## src/rtl/mc_main_fsm_pkg.sv

```systemverilog
// Shared types for the multicycle main controller: state enumeration,
// opcode constants, immediate-format and trap-cause encodings, and the
// per-state control word.
package mc_main_fsm_pkg;

  typedef enum logic [3:0] {
    S_FETCH, S_DECODE, S_MEMADR, S_MEMREAD, S_MEMWB, S_MEMWRITE,
    S_EXECR, S_EXECI, S_ALUWB, S_BRANCH, S_JAL, S_JALR, S_TRAP
  } state_t;

  localparam logic [6:0] OP_LOAD   = 7'b0000011;
  localparam logic [6:0] OP_STORE  = 7'b0100011;
  localparam logic [6:0] OP_RTYPE  = 7'b0110011;
  localparam logic [6:0] OP_ITYPE  = 7'b0010011;
  localparam logic [6:0] OP_BRANCH = 7'b1100011;
  localparam logic [6:0] OP_JAL    = 7'b1101111;
  localparam logic [6:0] OP_JALR   = 7'b1100111;
  localparam logic [6:0] OP_LUI    = 7'b0110111;
  localparam logic [6:0] OP_AUIPC  = 7'b0010111;

  typedef enum logic [2:0] {
    IMM_I = 3'b000, IMM_S = 3'b001, IMM_B = 3'b010, IMM_J = 3'b011, IMM_U = 3'b100
  } imm_t;

  typedef enum logic [1:0] {
    CAUSE_NONE = 2'b00, CAUSE_ILLEGAL = 2'b01, CAUSE_TIMEOUT = 2'b10
  } cause_t;

  // Control word that depends only on the state. FETCH's ir_write and
  // pc_update follow mem_ready and are formed outside this word.
  typedef struct packed {
    logic       mem_req;
    logic       adr_src;
    logic       mem_write;
    logic       reg_write;
    logic       branch;
    logic       pc_upd;
    logic [1:0] alu_src_a;
    logic [1:0] alu_src_b;
    logic [1:0] result_src;
    logic [1:0] alu_op;
    logic       trap;
  } ctl_t;

  function automatic imm_t imm_of(input logic [6:0] op);
    case (op)
      OP_STORE:          return IMM_S;
      OP_BRANCH:         return IMM_B;
      OP_JAL:            return IMM_J;
      OP_LUI, OP_AUIPC:  return IMM_U;
      default:           return IMM_I;
    endcase
  endfunction

endpackage

```

## src/rtl/mc_main_fsm_if.sv

```systemverilog
// Controller <-> datapath/memory bundle. The controller is the master: it
// receives the opcode and memory handshake and drives all strobes/selects.
interface mc_main_fsm_if;
  logic [6:0] opcode;
  logic       mem_ready;
  logic       trap_clr;
  logic       mem_req;
  logic       pc_update;
  logic       branch;
  logic       ir_write;
  logic       reg_write;
  logic       mem_write;
  logic       adr_src;
  logic [1:0] alu_src_a;
  logic [1:0] alu_src_b;
  logic [1:0] result_src;
  logic [1:0] alu_op;
  logic [2:0] imm_src;
  logic       trap;
  logic [1:0] trap_cause;

  modport master (
    input  opcode, mem_ready, trap_clr,
    output mem_req, pc_update, branch, ir_write, reg_write, mem_write, adr_src,
           alu_src_a, alu_src_b, result_src, alu_op, imm_src, trap, trap_cause
  );

  modport slave (
    output opcode, mem_ready, trap_clr,
    input  mem_req, pc_update, branch, ir_write, reg_write, mem_write, adr_src,
           alu_src_a, alu_src_b, result_src, alu_op, imm_src, trap, trap_cause
  );
endinterface

```

## src/rtl/mc_main_fsm_wdog.sv

```systemverilog
// Memory-wait watchdog. Counts wait cycles of the current access; the
// timeout flag fires during the (2^TIMEOUT_W-1)-th wait cycle so the FSM
// can still prefer a mem_ready arriving in that same cycle.
module mc_wdog #(
  parameter int TIMEOUT_W = 4
) (
  input  logic i_clk,
  input  logic i_rst_n,
  input  logic i_clr,
  input  logic i_wait,
  output logic o_timeout
);
  localparam logic [TIMEOUT_W-1:0] LAST = TIMEOUT_W'((2 ** TIMEOUT_W) - 2);

  logic [TIMEOUT_W-1:0] r_cnt;

  // Clear on entry to a waiting state, count every cycle spent waiting.
  always_ff @(posedge i_clk or negedge i_rst_n) begin
    if (!i_rst_n)    r_cnt <= '0;
    else if (i_clr)  r_cnt <= '0;
    else if (i_wait) r_cnt <= r_cnt + TIMEOUT_W'(1);
  end

  assign o_timeout = i_wait && (r_cnt == LAST);
endmodule

```

## src/rtl/mc_main_fsm.sv

```systemverilog
// Multicycle RISC-V style main controller FSM with memory watchdog and trap
// state. Optional macro MC_JALR_EN enables the JALR path; without it
// opcode 1100111 is treated as illegal.
module mc_main_fsm
  import mc_main_fsm_pkg::*;
#(
  parameter int TIMEOUT_W       = 4,
  parameter int RST_STATE_FETCH = 1
) (
  input  logic         clk,
  input  logic         rst_n,
  mc_main_fsm_if.master bus
);
  localparam state_t RST_ST = (RST_STATE_FETCH != 0) ? S_FETCH : S_TRAP;

  function automatic ctl_t ctl_of(input state_t s);
    ctl_t c;
    c = '0;
    case (s)
      S_FETCH:    begin c.mem_req = 1'b1; c.alu_src_b = 2'b10; c.result_src = 2'b10; end
      S_DECODE:   begin c.alu_src_a = 2'b01; c.alu_src_b = 2'b01; end
      S_MEMADR:   begin c.alu_src_a = 2'b10; c.alu_src_b = 2'b01; end
      S_MEMREAD:  begin c.mem_req = 1'b1; c.adr_src = 1'b1; end
      S_MEMWRITE: begin c.mem_req = 1'b1; c.adr_src = 1'b1; c.mem_write = 1'b1; end
      S_MEMWB:    begin c.result_src = 2'b01; c.reg_write = 1'b1; end
      S_EXECR:    begin c.alu_src_a = 2'b10; c.alu_op = 2'b10; end
      S_EXECI:    begin c.alu_src_a = 2'b10; c.alu_src_b = 2'b01; c.alu_op = 2'b10; end
      S_ALUWB:    c.reg_write = 1'b1;
      S_BRANCH:   begin c.alu_src_a = 2'b10; c.alu_op = 2'b01; c.branch = 1'b1; end
      S_JAL:      begin c.alu_src_a = 2'b01; c.alu_src_b = 2'b10; c.pc_upd = 1'b1; end
`ifdef MC_JALR_EN
      S_JALR:     begin c.alu_src_a = 2'b10; c.alu_src_b = 2'b01; c.pc_upd = 1'b1; end
`endif
      S_TRAP:     c.trap = 1'b1;
      default:    ;
    endcase
    return c;
  endfunction

  localparam ctl_t RST_CTL = ctl_of(RST_ST);

  logic [1:0] r_rst_sync;
  logic       w_rst_n;
  state_t     r_state, w_nxt;
  cause_t     r_cause, w_nxt_cause;
  ctl_t       r_ctl, w_act;
  logic       w_wait_st, w_wait, w_clr, w_tmo, w_fetch_rdy;

  // Reset asserts at once, releases two clocks after rst_n rises.
  always_ff @(posedge clk or negedge rst_n) begin
    if (!rst_n) r_rst_sync <= 2'b00;
    else        r_rst_sync <= {r_rst_sync[0], 1'b1};
  end
  assign w_rst_n = r_rst_sync[1];

  assign w_wait_st = (r_state == S_FETCH) || (r_state == S_MEMREAD) || (r_state == S_MEMWRITE);
  assign w_wait    = w_wait_st && !bus.mem_ready;
  assign w_clr     = (w_nxt != r_state) &&
                     ((w_nxt == S_FETCH) || (w_nxt == S_MEMREAD) || (w_nxt == S_MEMWRITE));

  mc_wdog #(.TIMEOUT_W(TIMEOUT_W)) u_wdog (
    .i_clk     (clk),
    .i_rst_n   (w_rst_n),
    .i_clr     (w_clr),
    .i_wait    (w_wait),
    .o_timeout (w_tmo)
  );

  // Next-state and trap-cause selection.
  always_comb begin
    w_nxt       = r_state;
    w_nxt_cause = r_cause;
    case (r_state)
      S_FETCH: begin
        if (bus.mem_ready) w_nxt = S_DECODE;
        else if (w_tmo) begin w_nxt = S_TRAP; w_nxt_cause = CAUSE_TIMEOUT; end
      end
      S_DECODE: begin
        case (bus.opcode)
          OP_LOAD, OP_STORE: w_nxt = S_MEMADR;
          OP_RTYPE:          w_nxt = S_EXECR;
          OP_ITYPE:          w_nxt = S_EXECI;
          OP_BRANCH:         w_nxt = S_BRANCH;
          OP_JAL:            w_nxt = S_JAL;
`ifdef MC_JALR_EN
          OP_JALR:           w_nxt = S_JALR;
`endif
          default: begin w_nxt = S_TRAP; w_nxt_cause = CAUSE_ILLEGAL; end
        endcase
      end
      // IR holds the opcode, so load vs store is still visible here.
      S_MEMADR:  w_nxt = (bus.opcode == OP_LOAD) ? S_MEMREAD : S_MEMWRITE;
      S_MEMREAD: begin
        if (bus.mem_ready) w_nxt = S_MEMWB;
        else if (w_tmo) begin w_nxt = S_TRAP; w_nxt_cause = CAUSE_TIMEOUT; end
      end
      S_MEMWRITE: begin
        if (bus.mem_ready) w_nxt = S_FETCH;
        else if (w_tmo) begin w_nxt = S_TRAP; w_nxt_cause = CAUSE_TIMEOUT; end
      end
      S_MEMWB, S_ALUWB, S_BRANCH:     w_nxt = S_FETCH;
      S_EXECR, S_EXECI, S_JAL, S_JALR: w_nxt = S_ALUWB;
      S_TRAP: begin
        if (bus.trap_clr) begin w_nxt = S_FETCH; w_nxt_cause = CAUSE_NONE; end
      end
      default: w_nxt = S_FETCH;
    endcase
  end

  // State, cause and the control word of the state being entered.
  always_ff @(posedge clk or negedge w_rst_n) begin
    if (!w_rst_n) begin
      r_state <= RST_ST;
      r_cause <= CAUSE_NONE;
      r_ctl   <= RST_CTL;
    end else begin
      r_state <= w_nxt;
      r_cause <= w_nxt_cause;
      r_ctl   <= ctl_of(w_nxt);
    end
  end

  // Strobes are forced low while reset is held so an access drops at once.
  assign w_act       = w_rst_n ? r_ctl : '0;
  assign w_fetch_rdy = w_rst_n && (r_state == S_FETCH) && bus.mem_ready;

  assign bus.mem_req    = w_act.mem_req;
  assign bus.adr_src    = w_act.adr_src;
  assign bus.mem_write  = w_act.mem_write;
  assign bus.reg_write  = w_act.reg_write;
  assign bus.branch     = w_act.branch;
  assign bus.ir_write   = w_fetch_rdy;
  assign bus.pc_update  = w_act.pc_upd | w_fetch_rdy;
  assign bus.alu_src_a  = w_act.alu_src_a;
  assign bus.alu_src_b  = w_act.alu_src_b;
  assign bus.result_src = w_act.result_src;
  assign bus.alu_op     = w_act.alu_op;
  assign bus.trap       = r_ctl.trap;
  assign bus.trap_cause = r_cause;
  assign bus.imm_src    = imm_of(bus.opcode);
endmodule
```

## src/flat_wrapper.sv

```systemverilog
// flat-port wrapper written by rule: the top's interface ports become plain ports
module mc_main_fsm_flat import mc_main_fsm_pkg::*;
#(
  parameter int TIMEOUT_W       = 4,
  parameter int RST_STATE_FETCH = 1
)
  (clk, rst_n, bus_opcode, bus_mem_ready, bus_trap_clr, bus_mem_req, bus_pc_update, bus_branch, bus_ir_write, bus_reg_write, bus_mem_write, bus_adr_src, bus_alu_src_a, bus_alu_src_b, bus_result_src, bus_alu_op, bus_imm_src, bus_trap, bus_trap_cause);
  mc_main_fsm_if bus_i ();
  input  logic clk;
  input  logic rst_n;
  input wire logic [$bits(bus_i.opcode)-1:0] bus_opcode;
  input wire logic [$bits(bus_i.mem_ready)-1:0] bus_mem_ready;
  input wire logic [$bits(bus_i.trap_clr)-1:0] bus_trap_clr;
  output wire logic [$bits(bus_i.mem_req)-1:0] bus_mem_req;
  output wire logic [$bits(bus_i.pc_update)-1:0] bus_pc_update;
  output wire logic [$bits(bus_i.branch)-1:0] bus_branch;
  output wire logic [$bits(bus_i.ir_write)-1:0] bus_ir_write;
  output wire logic [$bits(bus_i.reg_write)-1:0] bus_reg_write;
  output wire logic [$bits(bus_i.mem_write)-1:0] bus_mem_write;
  output wire logic [$bits(bus_i.adr_src)-1:0] bus_adr_src;
  output wire logic [$bits(bus_i.alu_src_a)-1:0] bus_alu_src_a;
  output wire logic [$bits(bus_i.alu_src_b)-1:0] bus_alu_src_b;
  output wire logic [$bits(bus_i.result_src)-1:0] bus_result_src;
  output wire logic [$bits(bus_i.alu_op)-1:0] bus_alu_op;
  output wire logic [$bits(bus_i.imm_src)-1:0] bus_imm_src;
  output wire logic [$bits(bus_i.trap)-1:0] bus_trap;
  output wire logic [$bits(bus_i.trap_cause)-1:0] bus_trap_cause;
  assign bus_i.opcode = bus_opcode;
  assign bus_i.mem_ready = bus_mem_ready;
  assign bus_i.trap_clr = bus_trap_clr;
  assign bus_mem_req = bus_i.mem_req;
  assign bus_pc_update = bus_i.pc_update;
  assign bus_branch = bus_i.branch;
  assign bus_ir_write = bus_i.ir_write;
  assign bus_reg_write = bus_i.reg_write;
  assign bus_mem_write = bus_i.mem_write;
  assign bus_adr_src = bus_i.adr_src;
  assign bus_alu_src_a = bus_i.alu_src_a;
  assign bus_alu_src_b = bus_i.alu_src_b;
  assign bus_result_src = bus_i.result_src;
  assign bus_alu_op = bus_i.alu_op;
  assign bus_imm_src = bus_i.imm_src;
  assign bus_trap = bus_i.trap;
  assign bus_trap_cause = bus_i.trap_cause;
  mc_main_fsm #(.TIMEOUT_W(TIMEOUT_W), .RST_STATE_FETCH(RST_STATE_FETCH)) u_core (.clk(clk), .rst_n(rst_n), .bus(bus_i));
endmodule
```

## config.mk

```make
export PLATFORM = sky130hd
export DESIGN_NAME = mc_main_fsm_flat
export DESIGN_NICKNAME = d
export VERILOG_FILES = /design/src/rtl/mc_main_fsm_pkg.sv /design/src/rtl/mc_main_fsm_if.sv /design/src/rtl/mc_main_fsm_wdog.sv /design/src/rtl/mc_main_fsm.sv /design/src/flat_wrapper.sv
export SDC_FILE = /design/constraint.sdc
export NUM_CORES = 1
export LEC_CHECK = 0
export ABC_AREA = 1
export ABC_CLOCK_PERIOD_IN_PS = 1900
export BUFFER_PORTS_ARGS = -buffer_cell sky130_fd_sc_hd__buf_4
export CAP_MARGIN = 20
export CORE_ASPECT_RATIO = 0.7
export CORE_MARGIN = 2
export CORE_UTILIZATION = 49
export DETAILED_ROUTE_END_ITERATION = 10
export PLACE_DENSITY_LB_ADDON = 0.15
export SETUP_SLACK_MARGIN = 0.4
export SYNTH_ARGS = -nofsm -noshare
export SYNTH_HDL_FRONTEND = slang
export SYNTH_SLANG_ARGS = --single-unit
```

## constraint.sdc

```tcl
create_clock -name clk -period 1.9 [get_ports clk]
set_clock_uncertainty 0.2 [all_clocks]
set_input_delay 0.38 -clock clk [delete_from_list [all_inputs] [get_ports clk]]
set_output_delay 0.38 -clock clk [all_outputs]
set_load 0.1 [all_outputs]
```

==> results of run 1 <==
-- stage by stage --
step                      area (µm²)  cells
after CTS                       3080    343
after detailed placement        2580    318
after global placement          2580    318
after floorplan                 2070    220
-- cells by family after synthesis --
family,count (synthesis),synth area share
flip-flops,27,0.410
adder cells (fa/ha/maj),2,0.0151
other,1,0.00226
AO/OA/AOI/OAI,18,0.0680
XOR/XNOR,3,0.0159
buffers and inverters,51,0.121
AND/OR/NAND/NOR,118,0.368
-- timing repair --
action | 4_1_cts
hold endpoints to repair | 2
endpoints found under the setup margin | 44
setup buffers | 20
hold buffers | 1
pin swaps | 15
cloned | 0
gates resized for setup | 73
==> flow_results.xml, run 1 <==
<?xml version="1.0" encoding="UTF-8"?>
<metrics>
  <group name="synthesis">
    <metric name="yosys.cell_count.top_type" unit="">sky130_fd_sc_hd__nand2_1</metric>
    <metric name="ys_seq_elements" unit="">27</metric>
    <metric name="yosysTopAreaCell" unit="">sky130_fd_sc_hd__dfrtp_1</metric>
    <metric name="synth_ff_type" unit="">sky130_fd_sc_hd__dfrtp_1</metric>
    <metric name="postSynth.asyncResetShare" unit="">1.00</metric>
    <metric name="syn_nets" unit="">233</metric>
    <metric name="synth_cell_types" unit="">27</metric>
    <metric name="synth.cells.most_frequent" unit="">sky130_fd_sc_hd__nand2_1, sky130_fd_sc_hd__inv_1, sky130_fd_sc_hd__dfrtp_1, sky130_fd_sc_hd__nor2_1, sky130_fd_sc_hd__nand3_1</metric>
    <metric name="top_cells_by_area_in_the_synthesized_netlist" unit="">sky130_fd_sc_hd__dfrtp_1, sky130_fd_sc_hd__nand2_1, sky130_fd_sc_hd__inv_1, sky130_fd_sc_hd__dfstp_2, sky130_fd_sc_hd__nand3_1</metric>
    <metric name="synth_top_area_share" unit="">0.363</metric>
    <metric name="ys.warnings.count" unit="">0</metric>
    <metric name="syn_area" unit="µm²">1660</metric>
    <metric name="syn_area_per_cell" unit="µm²">7.53</metric>
    <metric name="yosysSeqAreaShare" unit="">0.410</metric>
    <metric name="synthesis.instances" unit="">220</metric>
    <metric name="synth_enable_flop_cells" unit="">0</metric>
  </group>
  <group name="floorplanning">
    <metric name="fp-row-count" unit="">17</metric>
    <metric name="initial_utilization" unit="">0.519</metric>
    <metric name="die_width" unit="µm">73.5</metric>
    <metric name="io_pins" unit="">32</metric>
    <metric name="die_height" unit="µm">52.6</metric>
  </group>
  <group name="place">
    <metric name="routabilityCongestion" unit="">0.945</metric>
    <metric name="port-buffer-count" unit="">31</metric>
    <metric name="hpwl" unit="µm">3300</metric>
    <metric name="post-place-ws" unit="ns">-0.0947</metric>
  </group>
  <group name="timing">
    <metric name="globalroute.repair_timing.worst_endpoint" unit="">u_core.u_wdog.r_cnt[2]$_DFFE_PN0P_/D</metric>
    <metric name="worstEndpointType" unit="">register data pin</metric>
  </group>
  <group name="clocking">
    <metric name="cts.path.max_buffers" unit="">2</metric>
    <metric name="cts_inserted_buffers" unit="">3</metric>
    <metric name="level_count_of_the_clock_h_tree" unit="">1</metric>
    <metric name="clock_sinks" unit="">27</metric>
    <metric name="clk_root_buffer_cell" unit="">sky130_fd_sc_hd__clkbuf_8</metric>
  </group>
  <group name="outcome">
    <metric name="error" unit="">[ERROR DPL-0038] Utilization greater than 100%, impossible to legalize</metric>
    <metric name="stop_stage" unit="">5_1_grt</metric>
    <metric name="outcome" unit="">aborted with a tool error</metric>
  </group>
  <group name="global_routing">
    <metric name="grt_start_max_net_pins" unit="">17</metric>
  </group>
</metrics>
==> run 2, diff against run 1 <==
Settings changed: ABC_CLOCK_PERIOD_IN_PS 1900 to 2470, CORE_ASPECT_RATIO 0.7 to not set, CORE_UTILIZATION 49 to 34, SETUP_SLACK_MARGIN 0.4 to not set.
Clock period 1.9 ns to 2.47 ns, I/O delays scaled along.
==> run 2 against run 1 <==
The flow now finishes without violations. Synthesized area unchanged. Synthesized cell count unchanged.
==> flow_results.xml, run 2 <==
<?xml version="1.0" encoding="UTF-8"?>
<metrics>
  <group name="outcome">
    <metric name="outcome" unit="">complete, no violations</metric>
  </group>
  <group name="global_routing">
    <metric name="grt_antenna_before_repair" unit="">0</metric>
    <metric name="gr-usage-met3" unit="">0.0288</metric>
    <metric name="grt_pass1_wl" unit="µm">6180</metric>
    <metric name="busiest_layer" unit="">met2</metric>
    <metric name="grt.met2_usage" unit="">0.227</metric>
    <metric name="use_met1" unit="">0.217</metric>
    <metric name="grt_remaining_overflow" unit="">0</metric>
    <metric name="first_global_vias" unit="">1324</metric>
    <metric name="groute.usage.overall" unit="">0.147</metric>
    <metric name="grt_start_max_net_pins" unit="">15</metric>
  </group>
  <group name="timing">
    <metric name="final_period_minus_worst_setup_slack" unit="ns">2.36</metric>
    <metric name="setup_tns" unit="ns">0</metric>
    <metric name="max_freq" unit="MHz">423</metric>
    <metric name="hold_viol_final" unit="">0</metric>
    <metric name="final-max-slew-violation-count" unit="">0</metric>
    <metric name="setup_viol" unit="">0</metric>
    <metric name="rsz0062_at_grt" unit="">false</metric>
    <metric name="final_min_period_over_clock_period" unit="">0.956</metric>
  </group>
  <group name="final_layout">
    <metric name="fraction_of_layout_instances_using_a_drive_strength_above_1" unit="">0.286</metric>
    <metric name="registers.top_by_ff_count" unit="">u_core.r_ctl</metric>
    <metric name="largest_register_ff_count" unit="">14</metric>
    <metric name="most_common_cell_after_layout_fill_and_taps_aside" unit="">sky130_fd_sc_hd__nand2_1</metric>
    <metric name="finish.cell_count_without_fillers" unit="">326</metric>
    <metric name="areaGrowthSynthToFinish" unit="%">26.6</metric>
    <metric name="commonest_cells_after_routing_fill_and_taps_aside" unit="">sky130_fd_sc_hd__nand2_1, sky130_fd_sc_hd__inv_1, sky130_fd_sc_hd__buf_4, sky130_fd_sc_hd__dfrtp_1, sky130_fd_sc_hd__nor2_1</metric>
    <metric name="finalNetCount" unit="">273</metric>
    <metric name="num_antenna_cells" unit="">0</metric>
    <metric name="largest_registers" unit="">u_core.r_ctl x14, u_core.r_state x4, u_core.u_wdog.r_cnt x4</metric>
  </group>
  <group name="clocking">
    <metric name="worstSkewPairLatency" unit="ns">0.27</metric>
    <metric name="clk_root_buffer_cell" unit="">sky130_fd_sc_hd__clkbuf_8</metric>
    <metric name="cts.path.max_buffers" unit="">2</metric>
    <metric name="tritoncts" unit="">yes</metric>
    <metric name="path_clk_slew" unit="ns">0.09</metric>
    <metric name="cts_inserted_buffers" unit="">3</metric>
    <metric name="clock_sinks" unit="">27</metric>
    <metric name="level_count_of_the_clock_h_tree" unit="">1</metric>
  </group>
  <group name="floorplanning">
    <metric name="die_area" unit="µm²">5450</metric>
    <metric name="initial_utilization" unit="">0.351</metric>
    <metric name="io_pins" unit="">32</metric>
    <metric name="die_width" unit="µm">73.8</metric>
    <metric name="design.core.area" unit="µm²">4720</metric>
    <metric name="die_height" unit="µm">73.8</metric>
    <metric name="fp-row-count" unit="">25</metric>
  </group>
  <group name="synthesis">
    <metric name="synth.cells.most_frequent" unit="">sky130_fd_sc_hd__nand2_1, sky130_fd_sc_hd__inv_1, sky130_fd_sc_hd__dfrtp_1, sky130_fd_sc_hd__nor2_1, sky130_fd_sc_hd__nand3_1</metric>
    <metric name="synth_top_area_share" unit="">0.363</metric>
    <metric name="syn_area" unit="µm²">1660</metric>
    <metric name="yosys.cell_count.top_type" unit="">sky130_fd_sc_hd__nand2_1</metric>
    <metric name="yosysSeqAreaShare" unit="">0.410</metric>
    <metric name="yosysTopAreaCell" unit="">sky130_fd_sc_hd__dfrtp_1</metric>
    <metric name="synth_cell_types" unit="">27</metric>
    <metric name="postSynth.asyncResetShare" unit="">1.00</metric>
    <metric name="syn_area_per_cell" unit="µm²">7.53</metric>
    <metric name="top_cells_by_area_in_the_synthesized_netlist" unit="">sky130_fd_sc_hd__dfrtp_1, sky130_fd_sc_hd__nand2_1, sky130_fd_sc_hd__inv_1, sky130_fd_sc_hd__dfstp_2, sky130_fd_sc_hd__nand3_1</metric>
    <metric name="synthesis.instances" unit="">220</metric>
    <metric name="synth_enable_flop_cells" unit="">0</metric>
    <metric name="syn_nets" unit="">233</metric>
    <metric name="synth_ff_type" unit="">sky130_fd_sc_hd__dfrtp_1</metric>
    <metric name="ys_seq_elements" unit="">27</metric>
    <metric name="ys.warnings.count" unit="">0</metric>
  </group>
  <group name="pwr">
    <metric name="power_per_cell_area" unit="nW/µm²">1010</metric>
    <metric name="vdd_ir_drop_max" unit="µV">622</metric>
    <metric name="cellLeakagePower" unit="nW">1.24</metric>
  </group>
  <group name="drt">
    <metric name="drt_pass1_iterations" unit="">4</metric>
    <metric name="wl" unit="µm">3500</metric>
    <metric name="post_route_drc_violation_count" unit="">0</metric>
    <metric name="num_vias" unit="">1408</metric>
    <metric name="antenna_violating_nets_post_route" unit="">0</metric>
    <metric name="detail_route.vias_per_cell" unit="">4.32</metric>
    <metric name="drt_iter0_markers" unit="">87</metric>
    <metric name="wire_per_inst" unit="µm">10.7</metric>
  </group>
  <group name="min_path">
    <metric name="min-delay-path-class" unit="">reg -&gt; async</metric>
  </group>
  <group name="critical_path">
    <metric name="critPathKind" unit="">reg -&gt; out</metric>
    <metric name="timing.critical_path.required" unit="ns">1.78</metric>
    <metric name="setup_crit_end_kind" unit="">output pin</metric>
    <metric name="worstReg2RegStart" unit="">u_core.u_wdog.r_cnt[0]</metric>
    <metric name="cp_data_arrival_time" unit="ns">1.67</metric>
    <metric name="crit_fanout" unit="">9</metric>
    <metric name="timing.critical_path.from_type" unit="">flop</metric>
    <metric name="setup.worst_path.start" unit="">u_core.r_state[0]</metric>
  </group>
  <group name="place">
    <metric name="hpwl" unit="µm">2880</metric>
    <metric name="post-place-cells" unit="">320</metric>
    <metric name="port-buffer-count" unit="">31</metric>
    <metric name="routabilityCongestion" unit="">0.818</metric>
  </group>
  <group name="flow_run">
    <metric name="drv_cap" unit="">0</metric>
  </group>
</metrics>
==> run 2: layer usage <==
metal	vias to the layer above	wire length [µm]
met5	-	0
met4	0	17
met3	5	114
met2	20	1610
met1	632	1750
li1	751	-
==> run 2: final cells by class <==
type                            count  area, µm²
Inverter                           48        180
Tap cell                           67       83.8
Clock buffer                        4       45.0
Fill cell                         507       2630
Multi-Input combinational cell    142        813
Timing Repair Buffer               38        294
Sequential cell                    27        681
==> run 2: power by group <==
group / switching [W] / internal, W
clock: 0.000129 / 0.000115
sequential: 0.0000875 / 0.000576
combinational: 0.000889 / 0.000321
==> run 2: final timing paths <==
| kind | end | slack (ns) | cells after the start |
|---|---|---|---|
| max | bus_pc_update | 0.11 | 4 |
| min | u_core.r_ctl[10] | 0.16 | 1 |
| max reg2reg | u_core.u_wdog.r_cnt[3] | 0.42 | 11 |
| min reg2reg | u_core.r_ctl[10] | 0.16 | 1 |
| max in group asynchronous | u_core.bus.trap_cause[0] | 1.23 | 1 |
| min in group clk | u_core.r_rst_sync[1] | 0.16 | 0 |
==> run 2: logic make-up after synthesis <==
logic type      share of synthesized area
flops                               0.410
other cells                       0.00226
compound gates                     0.0680
fa+ha+maj                          0.0151
simple gates                        0.368
buf+inv                             0.121
xor+xnor                           0.0159
==> run 2: timing repair <==
item | 4_1_cts | 5_1_grt
gates resized for setup | 1 | 1
setup endpoints to repair | 1 | 2
gates cloned | 0 | 0
endpoints found under the hold margin | 5 | 0
buffers inserted | 0 | 0
hold buffers | 2 | 0
==> run 2: critical path, cell delays in order (launching register included) <==
cell and delay (ns):
sky130_fd_sc_hd__dfrtp_1 0.49, sky130_fd_sc_hd__nor2_1 0.29, sky130_fd_sc_hd__nand3_2 0.21, sky130_fd_sc_hd__o21ai_2 0.17, sky130_fd_sc_hd__buf_6 0.24
==> run 2: metrics by stage <==
| stage | power, W | setup slack, ns | utilization | area (µm²) | hold WS, ns |
|---|---|---|---|---|---|
| 4_1_cts | 0.00214 | 0.0301 | 0.443 | 2090 | 0.157 |
| 2_1_floorplan | 0.00164 | 0.0543 | - | 1690 | -0.00159 |
| 3_3_place_gp | 0.00188 | 0.252 | 0.428 | 2020 | -0.0485 |
| 6_report | 0.00212 | 0.108 | 0.444 | 2100 | 0.155 |
| 5_1_grt | 0.00229 | 0.00352 | 0.444 | 2100 | 0.165 |
| 3_5_place_dp | 0.00189 | 0.240 | 0.428 | 2020 | -0.0522 |
Note: power is estimated with default switching activity, not from simulation.
